[src/rtl/mc_datapath_pkg.sv]
// mc_datapath_pkg: shared definitions for the multi-cycle datapath.
//   - opcode constants (4-bit opcode field in the instruction MSBs)
//   - FSM state enumeration
//   - instruction field-position helpers; an instruction word is
//     {opcode[3:0], rd, rs1, rs2}, each register field RA_W bits wide.
package mc_datapath_pkg;

  localparam logic [3:0] OP_AND  = 4'd0;
  localparam logic [3:0] OP_OR   = 4'd1;
  localparam logic [3:0] OP_ADD  = 4'd2;
  localparam logic [3:0] OP_SUB  = 4'd3;
  localparam logic [3:0] OP_SLT  = 4'd4;
  localparam logic [3:0] OP_NOP  = 4'd5;
  localparam logic [3:0] OP_HALT = 4'd15;

  typedef enum logic [2:0] {
    ST_IDLE,
    ST_FETCH,
    ST_DECODE,
    ST_EXECUTE,
    ST_WRITEBACK,
    ST_HALT
  } state_t;

  // Field selectors, numbered from the LSB end of the word.
  localparam int FLD_RS2 = 0;
  localparam int FLD_RS1 = 1;
  localparam int FLD_RD  = 2;
  localparam int FLD_OP  = 3;

  // Bit position of the least significant bit of a field.
  function automatic int fld_lsb(input int ra_w, input int fld);
    return fld * ra_w;
  endfunction

  // Total instruction width for a given register-address width.
  function automatic int iw_width(input int ra_w);
    return 4 + 3 * ra_w;
  endfunction

endpackage

[src/rtl/mc_datapath_if.sv]
// mc_datapath_if: control/status bundle of mc_datapath.
//   start, imem_we, imem_waddr, imem_wdata : driven by the host (master)
//   busy, done, pc, result, carry, zero,
//   illegal                                 : driven by the datapath (slave)
interface mc_datapath_if #(
  parameter int DATA_W = 8,
  parameter int PC_W   = 4,
  parameter int IW     = 10
);
  logic              start;
  logic              imem_we;
  logic [PC_W-1:0]   imem_waddr;
  logic [IW-1:0]     imem_wdata;
  logic              busy;
  logic              done;
  logic [PC_W-1:0]   pc;
  logic [DATA_W-1:0] result;
  logic              carry;
  logic              zero;
  logic              illegal;

  modport master (
    output start, imem_we, imem_waddr, imem_wdata,
    input  busy, done, pc, result, carry, zero, illegal
  );

  modport slave (
    input  start, imem_we, imem_waddr, imem_wdata,
    output busy, done, pc, result, carry, zero, illegal
  );
endinterface

[src/rtl/mc_alu.sv]
// mc_alu: combinational ALU of the multi-cycle datapath.
//   op     in  4       opcode
//   a, b   in  DATA_W  operands
//   result out DATA_W  ALU result
//   carry  out 1       carry (ADD) / borrow (SUB), else 0
//   writes out 1       opcode updates result/flags/register file
//   legal  out 1       opcode is defined in this build
// Optional feature: define MC_DATAPATH_SLT_EN to enable opcode 4 (SLT);
// without it opcode 4 is reported as not legal.
module mc_alu
  import mc_datapath_pkg::*;
#(
  parameter int DATA_W = 8
) (
  input  logic [3:0]        op,
  input  logic [DATA_W-1:0] a,
  input  logic [DATA_W-1:0] b,
  output logic [DATA_W-1:0] result,
  output logic              carry,
  output logic              writes,
  output logic              legal
);

  logic [DATA_W:0] wide;

  always_comb begin
    result = '0;
    carry  = 1'b0;
    writes = 1'b0;
    legal  = 1'b1;
    wide   = '0;
    case (op)
      OP_AND: begin
        result = a & b;
        writes = 1'b1;
      end
      OP_OR: begin
        result = a | b;
        writes = 1'b1;
      end
      OP_ADD: begin
        wide   = {1'b0, a} + {1'b0, b};
        result = wide[DATA_W-1:0];
        carry  = wide[DATA_W];
        writes = 1'b1;
      end
      OP_SUB: begin
        // The extra MSB of a one-bit-wider difference is the unsigned borrow.
        wide   = {1'b0, a} - {1'b0, b};
        result = wide[DATA_W-1:0];
        carry  = wide[DATA_W];
        writes = 1'b1;
      end
`ifdef MC_DATAPATH_SLT_EN
      OP_SLT: begin
        result = DATA_W'(a < b);
        writes = 1'b1;
      end
`endif
      OP_NOP: begin
      end
      default: legal = 1'b0;
    endcase
  end

endmodule

[src/rtl/mc_datapath.sv]
// mc_datapath: multi-cycle (FETCH/DECODE/EXECUTE/WRITEBACK) register datapath.
//   clk    in  clock, all state changes on the rising edge
//   reset  in  synchronous, active-high
//   bus    mc_datapath_if.slave:
//            start, imem_we/imem_waddr/imem_wdata (in)
//            busy, done, pc, result, carry, zero, illegal (out)
// Instruction word: {opcode[3:0], rd, rs1, rs2}. Every non-HALT instruction
// takes four cycles; HALT stops after DECODE without writeback.
// Optional feature: MC_DATAPATH_SLT_EN enables the SLT opcode (see mc_alu).
module mc_datapath
  import mc_datapath_pkg::*;
#(
  parameter int DATA_W     = 8,
  parameter int REG_N      = 4,
  parameter int IMEM_DEPTH = 16
) (
  input  logic         clk,
  input  logic         reset,
  mc_datapath_if.slave bus
);

  localparam int RA_W    = $clog2(REG_N);
  localparam int PC_W    = $clog2(IMEM_DEPTH);
  localparam int IW      = iw_width(RA_W);
  localparam int OP_LSB  = fld_lsb(RA_W, FLD_OP);
  localparam int RD_LSB  = fld_lsb(RA_W, FLD_RD);
  localparam int RS1_LSB = fld_lsb(RA_W, FLD_RS1);
  localparam int RS2_LSB = fld_lsb(RA_W, FLD_RS2);

  state_t state, state_nxt;

  logic [IW-1:0]     imem [IMEM_DEPTH];
  logic [DATA_W-1:0] regs [REG_N];

  logic [IW-1:0]     ir;
  logic [DATA_W-1:0] op_a, op_b;
  logic [PC_W-1:0]   pc;
  logic [DATA_W-1:0] result;
  logic              carry;
  logic              illegal;
  logic              done;
  logic              wr_en;
  logic              busy;

  logic [3:0]        opcode;
  logic [RA_W-1:0]   rd, rs1, rs2;

  logic [DATA_W-1:0] alu_result;
  logic              alu_carry, alu_writes, alu_legal;

  assign opcode = ir[OP_LSB +: 4];
  assign rd     = ir[RD_LSB +: RA_W];
  assign rs1    = ir[RS1_LSB +: RA_W];
  assign rs2    = ir[RS2_LSB +: RA_W];

  mc_alu #(.DATA_W(DATA_W)) u_alu (
    .op     (opcode),
    .a      (op_a),
    .b      (op_b),
    .result (alu_result),
    .carry  (alu_carry),
    .writes (alu_writes),
    .legal  (alu_legal)
  );

  always_ff @(posedge clk) begin
    if (reset) state <= ST_IDLE;
    else       state <= state_nxt;
  end

  always_comb begin
    state_nxt = state;
    busy      = 1'b0;
    case (state)
      ST_IDLE, ST_HALT: if (bus.start) state_nxt = ST_FETCH;
      ST_FETCH: begin
        busy      = 1'b1;
        state_nxt = ST_DECODE;
      end
      ST_DECODE: begin
        busy      = 1'b1;
        state_nxt = (opcode == OP_HALT) ? ST_HALT : ST_EXECUTE;
      end
      ST_EXECUTE: begin
        busy      = 1'b1;
        state_nxt = ST_WRITEBACK;
      end
      ST_WRITEBACK: begin
        busy      = 1'b1;
        state_nxt = ST_FETCH;
      end
      default: state_nxt = ST_IDLE;
    endcase
  end

  // Host writes are only accepted while the machine is not running, so a
  // program cannot be modified underneath itself. Memory content survives reset.
  always_ff @(posedge clk) begin
    if (!reset && !busy && bus.imem_we) imem[bus.imem_waddr] <= bus.imem_wdata;
  end

  // Instruction/operand latches carry no reset; every path through the
  // FSM writes them before they are consumed.
  always_ff @(posedge clk) begin
    case (state)
      ST_FETCH:  ir <= imem[pc];
      ST_DECODE: begin
        op_a <= regs[rs1];
        op_b <= regs[rs2];
      end
      default: ;
    endcase
  end

  always_ff @(posedge clk) begin
    if (reset) begin
      pc      <= '0;
      result  <= '0;
      carry   <= 1'b0;
      illegal <= 1'b0;
      done    <= 1'b0;
      wr_en   <= 1'b0;
      for (int i = 0; i < REG_N; i++) regs[i] <= DATA_W'(i);
    end else begin
      done <= 1'b0;
      case (state)
        ST_IDLE, ST_HALT: begin
          if (bus.start) begin
            pc      <= '0;
            illegal <= 1'b0;
          end
        end
        ST_DECODE: done <= (opcode == OP_HALT);
        // ---- EXECUTE: register ALU outputs; NOP/undefined leave them alone
        ST_EXECUTE: begin
          wr_en <= alu_writes;
          if (alu_writes) begin
            result <= alu_result;
            carry  <= alu_carry;
          end
          if (!alu_legal) illegal <= 1'b1;
        end
        // ---- WRITEBACK: commit the registered result, advance pc (wraps)
        ST_WRITEBACK: begin
          if (wr_en) regs[rd] <= result;
          pc <= pc + 1'b1;
        end
        default: ;
      endcase
    end
  end

  assign bus.busy    = busy;
  assign bus.done    = done;
  assign bus.pc      = pc;
  assign bus.result  = result;
  assign bus.carry   = carry;
  assign bus.zero    = (result == '0);
  assign bus.illegal = illegal;

endmodule

[src/flat_wrapper.sv]
// flat-port wrapper written by rule: the top's interface ports become plain ports
module mc_datapath_flat import mc_datapath_pkg::*;
#(
  parameter int DATA_W     = 8,
  parameter int REG_N      = 4,
  parameter int IMEM_DEPTH = 16
)
  (clk, reset, bus_start, bus_imem_we, bus_imem_waddr, bus_imem_wdata, bus_busy, bus_done, bus_pc, bus_result, bus_carry, bus_zero, bus_illegal);
  mc_datapath_if #(.DATA_W(DATA_W), .PC_W((4)), .IW((4 + 3 * (2)))) bus_i ();
  input  logic clk;
  input  logic reset;
  input wire logic [$bits(bus_i.start)-1:0] bus_start;
  input wire logic [$bits(bus_i.imem_we)-1:0] bus_imem_we;
  input wire logic [$bits(bus_i.imem_waddr)-1:0] bus_imem_waddr;
  input wire logic [$bits(bus_i.imem_wdata)-1:0] bus_imem_wdata;
  output wire logic [$bits(bus_i.busy)-1:0] bus_busy;
  output wire logic [$bits(bus_i.done)-1:0] bus_done;
  output wire logic [$bits(bus_i.pc)-1:0] bus_pc;
  output wire logic [$bits(bus_i.result)-1:0] bus_result;
  output wire logic [$bits(bus_i.carry)-1:0] bus_carry;
  output wire logic [$bits(bus_i.zero)-1:0] bus_zero;
  output wire logic [$bits(bus_i.illegal)-1:0] bus_illegal;
  assign bus_i.start = bus_start;
  assign bus_i.imem_we = bus_imem_we;
  assign bus_i.imem_waddr = bus_imem_waddr;
  assign bus_i.imem_wdata = bus_imem_wdata;
  assign bus_busy = bus_i.busy;
  assign bus_done = bus_i.done;
  assign bus_pc = bus_i.pc;
  assign bus_result = bus_i.result;
  assign bus_carry = bus_i.carry;
  assign bus_zero = bus_i.zero;
  assign bus_illegal = bus_i.illegal;
  mc_datapath #(.DATA_W(DATA_W), .REG_N(REG_N), .IMEM_DEPTH(IMEM_DEPTH)) u_core (.clk(clk), .reset(reset), .bus(bus_i));
endmodule
[config.mk]
export PLATFORM = sky130hd
export DESIGN_NAME = mc_datapath_flat
export DESIGN_NICKNAME = d
export VERILOG_FILES = /design/src/rtl/mc_datapath_pkg.sv /design/src/rtl/mc_datapath_if.sv /design/src/rtl/mc_alu.sv /design/src/rtl/mc_datapath.sv /design/src/flat_wrapper.sv
export SDC_FILE = /design/constraint.sdc
export NUM_CORES = 1
export LEC_CHECK = 0
export ABC_AREA = 1
export CELL_PAD_IN_SITES_DETAIL_PLACEMENT = 0
export CELL_PAD_IN_SITES_GLOBAL_PLACEMENT = 1
export CORE_AREA = 2 2 163 133
export CTS_CLUSTER_DIAMETER = 150
export DETAILED_ROUTE_END_ITERATION = 10
export DIE_AREA = 0 0 165 135
export PLACE_DENSITY_LB_ADDON = 0.1
export SYNTH_ARGS = -nofsm -noshare
export SYNTH_HDL_FRONTEND = slang
export SYNTH_SLANG_ARGS = --single-unit
[constraint.sdc]
create_clock -name clk -period 6.4 [get_ports clk]
set_input_delay 0.64 -clock clk [delete_from_list [all_inputs] [get_ports clk]]
set_output_delay 0.64 -clock clk [all_outputs]
set_load 0.1 [all_outputs]
# [Word level (Yosys, flattened, before mapping)]
# Memory sizes are Yosys's and may differ from the RTL's. A register that Yosys moved wholly into a read port is not among the register bits.
# Cells that the tools add are included.
# W data, S select, Z words.
[totals] ff_bits=19 mem_bits_rw=192 input_bits=18 elab_cells=69 n_memories=2
[memory_table] memory="u_core.imem" depth=16 word_bits=10 read_ports=1 rd_clocked_by_memory_dff=1 write_ports=1 line_no="mc_datapath.sv:32" text="logic [IW-1:0] imem [IMEM_DEPTH];"
[memory_table] memory="u_core.regs" depth=4 word_bits=8 read_ports=2 rd_clocked_by_memory_dff=2 write_ports=4 line_no="mc_datapath.sv:33" text="logic [DATA_W-1:0] regs [REG_N];"
[op_classes] n_addsub=3 n_eq_ne=12 mux=24 bitwise=3 reduce_logical=18
[ops] cell="$pmux W8 S4" n=1
[ops] cell="$pmux W3 S5" n=1
[ops] cell="$mux W1" n=14
[ops] cell="$add A8 B8 Y9" n=1
[ops] cell="$sub A8 B8 Y9" n=1
[ops] cell="$and A8 B8 Y8" n=1
[ops] cell="$eq A4 B2 Y1 const B" n=2
[ops] cell="$logic_not A8 Y1" n=1
[ops] cell="$mux W8" n=1
[ops] cell="$or A8 B8 Y8" n=1
[ops] cell="$pmux W4 S2" n=1
[ops] cell="$reduce_or A4 Y1" n=2
[ops] cell="$reduce_or A8 Y1" n=1
[ops] cell="$eq A3 B2 Y1 const B" n=2
[ops] cell="$eq A3 B3 Y1 const B" n=2
[ops] cell="$mux W3" n=2
[ops] cell="$reduce_or A5 Y1" n=1
[ops] cell="$add A4 B1 Y4 const B" n=1
[ops] cell="$eq A4 B1 Y1 const B" n=1
[ops] cell="$eq A4 B3 Y1 const B" n=1
[ops] cell="$eq A4 B4 Y1 const B" n=1
[ops] cell="$logic_not A4 Y1" n=1
[ops] cell="$mux W4" n=1
[ops] cell="$ne A2 B2 Y1 const B" n=2
[ops] cell="11 further kinds" n=17

# [Logic depth before layout (Yosys ltp)]
# Gate-level depths: netlist of the first run.
[depth] word_depth=8 mapped_depth=13 depth_no_buf=12

# [Hierarchy]
# Synthesis of the first run repeated with hierarchy kept, for this count alone.
[hier_totals] cells_unflattened=1111 area_unflattened_um2=11048.1
[modules_own_cells] module="mc_datapath" n_inst=1 cells_per_inst=915 area_each_um2=9935.8
[modules_own_cells] module="mc_alu" n_inst=1 cells_per_inst=196 area_each_um2=1112.3

# [Least setup slack after synthesis of the first run]
# Ideal clock, no wire load.
[synth_timing] kind="register -> output" from="reg u_core.result[1] (netlist: u_core.bus.result[1])" to="out bus_zero" t_arrival_ps=2296 setup_slack_ps=3464 path_stages_with_launch=4 n_path_buf=0 path_cell_list="dfxtp_1 > inv_1 > nand4_1 > nor2_1"
[synth_between] elab_chain_cells=1
[synth_lines] item="start, declared" line_no="mc_datapath.sv:38" text="logic [DATA_W-1:0] result;"
[synth_lines] item="start signal, assigned" line_no="mc_datapath.sv:138" text="result <= alu_result;"
[synth_lines] item="$logic_not A8 Y1" line_no="mc_datapath.sv:158" text="assign bus.zero = (result == '0);"
[synth_lines] item="end, declared" line_no="flat_wrapper.sv:21" text="output wire logic [$bits(bus_i.zero)-1:0] bus_zero;"
# Every way passes these cells.

# [Worst setup path in the final report of the first run]
[layout_timing] from="reg u_core.state[0]" to="out bus_busy"
[layout_between] elab_chain_cells=3 word_cells_on_any_way=6 classes_between="4 x eq/ne; 1 x mux; 1 x reduce/logical"
[layout_lines] item="start, declared" line_no="mc_datapath.sv:30" text="state_t state, state_nxt;"
[layout_lines] item="start signal, assigned" line_no="mc_datapath.sv:68" text="else state <= state_nxt;"
[layout_lines] item="$eq A3 B1 Y1, or another cell as far along" line_no="mc_datapath.sv:74" text="case (state)"
[layout_lines] item="$reduce_or A4 Y1 (no source line) *"
[layout_lines] item="$mux W1 *" line_no="mc_datapath.sv:74"
[layout_lines] item="end, declared" line_no="flat_wrapper.sv:16" text="output wire logic [$bits(bus_i.busy)-1:0] bus_busy;"
# Every way passes the cells marked *; elsewhere a longest branch is shown, timed or not.

==> results.py, run 1 <==
metrics = {
    "logic_synthesis": {
        "synth_top_area_share_pct": 61.02,
        "synth_warnings": 0,
        "synthCells": 999,
        "synth_flop_cell": "edfxtp_1",
        "syn_area_um2": 10730,
        "syn_avg_cell_area_um2": 10.74,
        "yosys.area.top_type": "edfxtp_1",
        "synth_seq_cells": 237,
        "ys_seq_area_share_pct": 64.57,
        "synth.net_count": 1046,
        "synth.top_cells.by_area": "edfxtp_1 (61%), nor2_1 (7.8%), o21ai_0 (5.9%)",
        "synthArstFlopShare_pct": 0,
        "synthDistinctLibCells": 35,
        "synth-edff-count": 218,
    },
    "sta": {
        "period_needed_ns": 3.218,
        "setup_tns_ns": 0,
        "fmax_mhz": 310.8,
        "skew_ns": 0.01009,
        "drv_slew": 0,
        "rsz0062_at_grt": "false",
        "timing.final.crit_share_pct": 50.28,
        "hold_violations": 0,
        "relSlewSlack_pct": 21.92,
        "finalSetupViolCount": 0,
        "timing_worst_slew_pin_value_ns": 1.159,
        "setup_ws_ns": 3.182,
    },
    "routing": {
        "drtIter0Drc": 1083,
        "viasPerCell": 5.679,
        "via_count": 7411,
        "wl_per_cell_um": 20.53,
        "wl_mm": 26.79,
        "detail-route-antenna-nets": 0,
        "drc": 0,
        "firstDrtPassIters": 5,
    },
    "clock_tree": {
        "tritoncts": "done",
        "cts_buffers": 24,
        "cts_max_path_buffers": 3,
        "cts_sinks": 237,
        "cts_resized": 0,
        "holdBufCountCts": 0,
        "clk_pin_slew_ns": 0.06,
        "postCtsSetupBuffers": 0,
        "clkLatencyLatePin_ns": 0.51,
        "htreeDepth": 1,
        "cts-root-buf": "clkbuf_16",
    },
    "floorplanning": {
        "die_area_um2": 22280,
        "die_w_um": 165,
        "io_pins": 35,
        "coreArea_um2": 20520,
        "rows": 47,
        "die_h_um": 135,
        "initial_core_util_pct": 52.27,
    },
    "final_layout": {
        "syn_to_final_growth_pct": 11.83,
        "final_layout_size_suffix_gt1_share_pct": 5.598,
        "final_area_um2": 12000,
        "diodes": 0,
        "layout_commonest_cell": "nor2_1",
        "final_cells": 1305,
        "fin_nets": 1067,
        "final_cell_mix": "nor2_1 (222), edfxtp_1 (218), o21ai_0 (127)",
    },
    "power_and_ir_drop": {
        "pwr-share-seq_pct": 51.3,
        "comb_power_share_pct": 10.0,
        "p_switching_mw": 0.8326,
        "peakVddDrop_v": 0.0002489,
        "clkPwrFrac_pct": 38.7,
        "power_density_nw_per_um2": 288.2,
        "power.leakage_nw": 4.212,
        "switching_share_pct": 24.08,
        "p_int_mw": 2.624,
    },
    "worst_setup_path": {
        "cp.arrival_ns": 2.58,
        "startpoint_type": "register",
        "reg2reg_to": "u_core.ir[4]$_DFFE_PP_",
        "endpoint_kind": "primary output",
        "critical_path_required_ns": 5.76,
        "reg2reg_from": "u_core.bus.pc[0]$_SDFFE_PP0P_",
        "reg2reg_depth": 8,
        "path_max_fanout": 6,
        "criticalPathCategory": "register to primary output",
        "startpoint": "u_core.state[0]$_SDFFE_PP0P_",
        "rrSetupSlack_ns": 3.68,
    },
    "global_route": {
        "grt_pass1_wl_mm": 40.47,
        "grt_pass1_vias": 6699,
        "grt_use_total_pct": 24.69,
        "antenna_found_initial": 1,
        "grt_max_degree": 84,
        "grt-ovfl-total": 0,
    },
    "place": {
        "preCtsSetupSlack_ns": 3.151,
        "place_congestion": 0.8230,
        "placed_cell_area_um2": 11250,
        "portBuffers": 34,
        "hpwl_mm": 17.84,
        "place_inst": 1263,
    },
    "job": {
        "maxCapViolations": 0,
    },
    "status": {
        "status": "finished clean",
    },
    "hold_path": {
        "hold_start": "u_core.bus.illegal$_SDFFE_PP0P_",
        "whs_path_depth": 2,
        "holdCritPathClass": "register to register",
        "worstHoldEndpoint": "u_core.bus.illegal$_SDFFE_PP0P_",
    },
}
## Yosys cell counts, types with 3 or more instances
| library cell | n |
|---|---|
| nor2_1 | 222 |
| edfxtp_1 | 218 |
| o21ai_0 | 127 |
| nand2_1 | 85 |
| inv_1 | 75 |
| nand3_1 | 43 |
| o211ai_1 | 40 |
| ha_1 | 27 |
| a21oi_1 | 24 |
| clkbuf_1 | 23 |
| dfxtp_1 | 19 |
| o22ai_1 | 17 |
| buf_2 | 16 |
| nand4_1 | 13 |
| o21ai_1 | 8 |
| nor2_2 | 5 |
| a211oi_1 | 4 |
| a31oi_1 | 4 |
| inv_4 | 3 |
| nand2_4 | 3 |
## worst max-delay path, stage by stage (launching register included)
cell	delay (ns)
dfxtp_1	0.35
nor2_2	0.15
nand2_2	0.08
inv_4	0.10
nor2_1	0.08
inv_1	0.15
clkdlybuf4s50_1	1.16
## state kept, by name (all words and copies together), names as in the netlist
| register | flops |
|---|---|
| u_core.bus.pc | 4 |
| u_core.ir | 10 |
| u_core.bus.illegal | 1 |
| u_core.state | 3 |
| u_core.op_b | 8 |
| u_core.bus.result | 8 |
| u_core.op_a | 8 |
| u_core.bus.done | 1 |
| u_core.imem | 160 |
| u_core.regs | 32 |
| u_core.wr_en | 1 |
| u_core.bus.carry | 1 |
## how the worst max path moves through the flow
stage | depth (start not counted) | to | slack (ns)
2_1_floorplan | 3 | bus_zero | 3.46
3_3_place_gp | 7 | u_core.imem[13][6]$_DFFE_PP_ | 3.21
3_5_place_dp | 7 | u_core.imem[9][0]$_DFFE_PP_ | 3.15
4_1_cts | 6 | bus_busy | 3.15
5_1_grt | 6 | bus_busy | 3.07
6_report | 6 | bus_busy | 3.18
## through the flow
| stage | total power [mW] | hold WS (ns) | util, % |
|---|---|---|---|
| after floorplan | 2.026 | 0.4746 | - |
| after global placement | 2.147 | 0.4623 | 54.81 |
| after detailed placement | 2.148 | 0.4674 | 54.81 |
| after CTS | 3.472 | 0.4758 | 58.45 |
| after global routing | 3.582 | 0.5004 | 58.45 |
| final | 3.457 | 0.4750 | 58.45 |
## power groups by stage
stage	Clock [mW]	Combinational (mW)	Sequential [mW]
6_report	1.34	0.346	1.77
5_1_grt	1.42	0.384	1.78
4_1_cts	1.36	0.344	1.77
3_5_place_dp	0	0.343	1.80
3_3_place_gp	0	0.342	1.80
2_1_floorplan	0	0.225	1.80
## layer usage
layer | routed length, um | global-route usage [%] | vias up
met2 | 10660 | 33.08 | 322
met1 | 13480 | 42.75 | 3505
met3 | 2201 | 2.887 | 27
met5 | 0 | 0 | -
li1 | - | - | 3557
met4 | 447 | 4.638 | 0
## cell families after synthesis
family	share of synthesized area [%]
AND/OR/NAND/NOR	15.08
flip-flops	64.57
AO/OA/AOI/OAI	12.15
buffers and inverters	4.677
adder cells (fa/ha/maj)	3.522
## final cells by class
| cell class | count | area [um2] |
|---|---|---|
| clock buffers | 32 | 651.9 |
| clock inverters | 10 | 96.34 |
| fillers | 1754 | 8527 |
| inverters | 78 | 300.3 |
| multi-input cells | 640 | 3304 |
| flip-flops and latches | 237 | 6929 |
| well taps | 269 | 336.6 |
| repair buffers | 39 | 377.9 |
No activity file was read; power rests on OpenSTA's default activity.
==> inputs of run 2 (changes only) <==
Settings changed: CORE_AREA 2 2 163 133 to 2 2 169 138, DIE_AREA 0 0 165 135 to 0 0 171 140.
Clock period 6.4 ns to 3.11 ns, I/O delays scaled along.
==> results.py, run 2 (synthesis results as in run 1) <==
metrics = {
    "floorplanning": {
        "die_h_um": 140,
        "initial_core_util_pct": 48.34,
        "io_pins": 35,
        "die_w_um": 171,
        "coreArea_um2": 22190,
        "die_area_um2": 23940,
        "rows": 49,
    },
    "global_route": {
        "grt_pass1_vias": 6939,
        "antenna_found_initial": 1,
        "grt_pass1_wl_mm": 41.74,
        "grt_use_total_pct": 22.82,
        "grt-ovfl-total": 0,
        "grt_max_degree": 83,
    },
    "routing": {
        "wl_per_cell_um": 19.75,
        "detail-route-antenna-nets": 0,
        "firstDrtPassIters": 5,
        "via_count": 7409,
        "wl_mm": 26.89,
        "drc": 0,
        "viasPerCell": 5.440,
        "drtIter0Drc": 887,
    },
    "worst_setup_path": {
        "endpoint": "bus_result[2]",
        "cp.arrival_ns": 2.11,
        "reg2reg_depth": 8,
        "slowest_delay_ns": 1.17,
        "criticalPathCategory": "register to primary output",
        "critical_path_required_ns": 2.80,
        "endpoint_kind": "primary output",
        "path_buf_inv": 1,
        "startpoint_type": "register",
        "rrSetupSlack_ns": 0.91,
        "cp_slowest_cell": "clkdlybuf4s50_1",
        "reg2reg_to": "u_core.imem[4][2]$_DFFE_PP_",
        "path_max_fanout": 3,
        "crit_family": "buffers and inverters",
        "cp_cell_sequence": "clkdlybuf4s50_1",
        "startpoint": "u_core.bus.result[2]$_SDFFE_PP0P_",
        "path_depth": 1,
        "reg2reg_from": "u_core.state[0]$_SDFFE_PP0P_",
    },
    "sta": {
        "timing_worst_slew_pin_value_ns": 0.9736,
        "timing.final.crit_share_pct": 77.94,
        "hold_violations": 0,
        "setup_tns_ns": 0,
        "relSlewSlack_pct": 34.89,
        "finalSetupViolCount": 0,
        "fmax_mhz": 412.5,
        "setup_ws_ns": 0.6859,
        "rsz0062_at_grt": "false",
        "period_needed_ns": 2.424,
        "drv_slew": 0,
        "skew_ns": 0.008558,
    },
    "status": {
        "status": "finished clean",
    },
    "clock_tree": {
        "cts_max_path_buffers": 3,
        "cts_buffers": 24,
        "cts_resized": 0,
        "postCtsSetupBuffers": 0,
        "clkLatencyLatePin_ns": 0.51,
        "clk_pin_slew_ns": 0.06,
        "tritoncts": "done",
        "cts_sinks": 237,
        "htreeDepth": 1,
        "holdBufCountCts": 0,
        "cts-root-buf": "clkbuf_16",
    },
    "power_and_ir_drop": {
        "p_total_mw": 7.176,
        "power_density_nw_per_um2": 588.9,
        "peakVddDrop_v": 0.0006169,
        "power.leakage_nw": 4.338,
    },
    "final_layout": {
        "regMostFlops": "u_core.imem",
        "layout_commonest_cell": "nor2_1",
        "final_area_um2": 12190,
        "diodes": 0,
        "final_cells": 1362,
        "fin_nets": 1085,
        "largest_reg_flops": 160,
        "top_regs": "u_core.imem: 160 flops, u_core.regs: 32 flops, u_core.ir: 10 flops",
        "final_layout_size_suffix_gt1_share_pct": 8.333,
        "final_cell_mix": "nor2_1 (222), edfxtp_1 (218), o21ai_0 (127)",
        "syn_to_final_growth_pct": 13.60,
    },
    "place": {
        "placed_cell_area_um2": 11420,
        "portBuffers": 34,
        "place_inst": 1318,
        "place_congestion": 0.8103,
        "preCtsSetupSlack_ns": 0.7229,
        "hpwl_mm": 18.01,
    },
    "hold_path": {
        "whs_path_depth": 2,
        "holdCritPathClass": "register to register",
    },
    "job": {
        "maxCapViolations": 0,
    },
}
-- run 2: changes by cell type in the layout (fill, tap and decap cells not counted) --
cell,change
clkbuf_1,-2
clkdlybuf4s50_1,-7
buf_12,+1
buf_4,+24
clkinv_2,+5
clkinv_1,-1
-- run 2: how the worst min path moves through the flow --
stage	slack, ns	startpoint	endpoint
floorplan	0.41	bus_imem_wdata[0]	u_core.imem[0][0]$_DFFE_PP_
global placement	0.49	u_core.wr_en$_SDFFE_PP0P_	u_core.wr_en$_SDFFE_PP0P_
detailed placement	0.49	u_core.wr_en$_SDFFE_PP0P_	u_core.wr_en$_SDFFE_PP0P_
CTS	0.50	u_core.wr_en$_SDFFE_PP0P_	u_core.wr_en$_SDFFE_PP0P_
global route	0.52	u_core.bus.illegal$_SDFFE_PP0P_	u_core.bus.illegal$_SDFFE_PP0P_
finish	0.50	u_core.bus.illegal$_SDFFE_PP0P_	u_core.bus.illegal$_SDFFE_PP0P_
-- run 2: final cells by class --
| type | instances | area [um2] |
|---|---|---|
| clock buffers | 30 | 644.4 |
| clock inverters | 14 | 117.6 |
| fillers | 1988 | 10010 |
| flip-flops and latches | 237 | 6929 |
| repair buffers | 57 | 508.0 |
| multi-input cells | 640 | 3304 |
| well taps | 306 | 382.9 |
| inverters | 78 | 300.3 |
-- run 2: report_power, final --
| group | internal [mW] | switching [mW] |
|---|---|---|
| sequential | 3.57 | 0.0716 |
| combinational | 0.203 | 0.518 |
| clock | 1.63 | 1.18 |
| total | 5.41 | 1.77 |
-- run 2: routing by layer --
| metal | global-route usage [%] | up-vias | wire, um |
|---|---|---|---|
| met3 | 3.136 | 21 | 2114 |
| met1 | 38.95 | 3565 | 13400 |
| li1 | - | 3587 | - |
| met2 | 31.07 | 236 | 11050 |
| met5 | 0 | - | 0 |
| met4 | 3.524 | 0 | 335 |
-- run 2: through the flow --
step | hold slack, ns | util, %
floorplan | 0.4099 | -
global route | 0.5188 | 54.91
global placement | 0.4887 | 51.48
CTS | 0.5016 | 54.91
finish | 0.4985 | 54.91
detailed placement | 0.4931 | 51.48
==> inputs of run 3 (changes only) <==
Settings changed: CORE_AREA 2 2 169 138 to 2 2 176 144, DIE_AREA 0 0 171 140 to 0 0 178 146.
Clock period 3.11 ns to 2.13 ns, I/O delays scaled along.
==> results.py, run 3 (synthesis results as in run 1) <==
metrics = {
    "clock_tree": {
        "tritoncts": "done",
        "cts_buffers": 25,
        "clk_pin_slew_ns": 0.06,
        "holdBufCountCts": 0,
        "postCtsSetupBuffers": 0,
        "clkLatencyLatePin_ns": 0.53,
        "cts_sinks": 237,
        "cts_max_path_buffers": 3,
        "cts_resized": 0,
        "htreeDepth": 1,
        "cts-root-buf": "clkbuf_16",
    },
    "sta": {
        "finalSetupViolCount": 0,
        "period_needed_ns": 1.992,
        "fmax_mhz": 502.0,
        "relSlewSlack_pct": 63.43,
        "timing_worst_slew_pin_value_ns": 0.5449,
        "skew_ns": 0.03025,
        "timing.final.crit_share_pct": 93.52,
        "hold_violations": 0,
        "rsz0062_at_grt": "false",
        "drv_slew": 0,
        "setup_ws_ns": 0.1380,
    },
    "job": {
        "maxCapViolations": 0,
    },
    "worst_setup_path": {
        "reg2reg_from": "u_core.op_b[2]$_DFFE_PP_",
        "endpoint_kind": "register",
        "cp.arrival_ns": 2.40,
        "path_max_fanout": 8,
        "startpoint": "u_core.op_b[2]$_DFFE_PP_",
        "startpoint_type": "register",
        "critical_path_required_ns": 2.54,
        "criticalPathCategory": "register to register",
    },
    "global_route": {
        "grt_max_degree": 60,
        "grt-ovfl-total": 0,
        "use_met3_pct": 3.396,
        "use_met1_pct": 40.58,
        "grt_pass1_wl_mm": 44.31,
        "antenna_found_initial": 0,
        "busiest_layer": "met1",
        "use_met2_pct": 28.53,
        "grt_use_total_pct": 22.82,
        "grt_pass1_vias": 6986,
    },
    "final_layout": {
        "largest_reg_flops": 160,
        "top_regs": "u_core.imem: 160 flops, u_core.regs: 32 flops, u_core.ir: 10 flops",
        "diodes": 0,
        "fin_nets": 1121,
        "syn_to_final_growth_pct": 17.24,
        "layout_commonest_cell": "nor2_1",
        "final_layout_size_suffix_gt1_share_pct": 12.53,
        "regMostFlops": "u_core.imem",
        "final_cell_mix": "nor2_1 (221), edfxtp_1 (218), o21ai_0 (127)",
        "final_area_um2": 12580,
    },
    "place": {
        "portBuffers": 34,
        "preCtsSetupSlack_ns": 0.1101,
        "place_congestion": 0.8154,
        "hpwl_mm": 20.08,
        "placed_cell_area_um2": 11790,
    },
    "routing": {
        "viasPerCell": 5.448,
        "detail-route-antenna-nets": 0,
        "via_count": 7687,
        "drc": 0,
        "firstDrtPassIters": 5,
        "wl_per_cell_um": 20.78,
        "wl_mm": 29.32,
        "drtIter0Drc": 982,
    },
    "floorplanning": {
        "coreArea_um2": 24060,
        "initial_core_util_pct": 44.59,
        "die_area_um2": 25990,
        "rows": 51,
        "io_pins": 35,
        "die_w_um": 178,
        "die_h_um": 146,
    },
    "power_and_ir_drop": {
        "switching_share_pct": 25.41,
        "pwr-share-seq_pct": 49.7,
        "p_int_mw": 7.973,
        "power_density_nw_per_um2": 849.9,
        "clkPwrFrac_pct": 39.4,
        "p_switching_mw": 2.717,
        "peakVddDrop_v": 0.0006311,
        "power.leakage_nw": 4.579,
        "comb_power_share_pct": 10.9,
    },
    "status": {
        "status": "finished clean",
    },
    "hold_path": {
        "hold_start": "bus_imem_wdata[4]",
        "holdCritPathClass": "input port to register",
    },
}
run 3: cell types whose count changed in the layout (fill, tap and decap cells not counted), sizes merged:
| cell | previous run | this run |
|---|---|---|
| buf | 30 | 75 |
| clkbuf | 30 | 28 |
| clkdlybuf4s50 | 27 | 17 |
| clkinv | 11 | 13 |
| inv | 78 | 80 |
run 3: worst max-delay path, cell delays in order (launching register included):
cell and delay (ns):
edfxtp_1 0.37, inv_1 0.07, ha_1 0.44, inv_1 0.14
a21oi_1 0.19, nand2_1 0.12, nand2_1 0.09, nand3_1 0.07
nand3_1 0.10, nand3_1 0.16, nand2_1 0.11, inv_1 0.04
run 3: metrics by stage:
step	hold slack, ns	std cells	total power, mW	TNS [ns]	utilization, %
floorplan	0.3119	999	6.089	-24.23	-
global placement	0.4713	1365	6.562	0	49.02
detailed placement	0.4664	1365	6.563	0	49.02
CTS	0.4590	1411	10.75	0	52.28
global route	0.4689	1411	11.07	0	52.28
finish	0.4744	1411	10.69	0	52.28
run 3: routing by layer:
layer  vias up  share of wire (%)
met5         -                  0
met4         0                1.6
met3        33                6.7
met2       248                 38
met1      3741                 54
li1       3665                  -
run 3: power by group through the flow:
| stage | clock network (mW) | registers (mW) | logic, mW |
|---|---|---|---|
| floorplan | 0 | 5.41 | 0.676 |
| global placement | 0 | 5.41 | 1.16 |
| detailed placement | 0 | 5.41 | 1.16 |
| CTS | 4.28 | 5.31 | 1.16 |
| global route | 4.46 | 5.32 | 1.28 |
| finish | 4.21 | 5.31 | 1.17 |
run 3: final timing paths:
path,end,slack [ns],cells after the start
max,u_core.bus.result[5]$_SDFFE_PP0P_,0.14,11
min,u_core.imem[3][4]$_DFFE_PP_,0.47,2
max reg2reg,u_core.bus.result[5]$_SDFFE_PP0P_,0.14,11
min reg2reg,u_core.bus.illegal$_SDFFE_PP0P_,0.48,2
run 3: layout make-up:
class                      instances  area (um2)
fill                            2138       11480
tap                              318       397.9
inverter                          78       300.3
multi-input combinational        640        3307
clock buffer                      28       636.9
sequential                       237        6929
clock inverter                    18       147.6
timing repair buffer              92       858.3
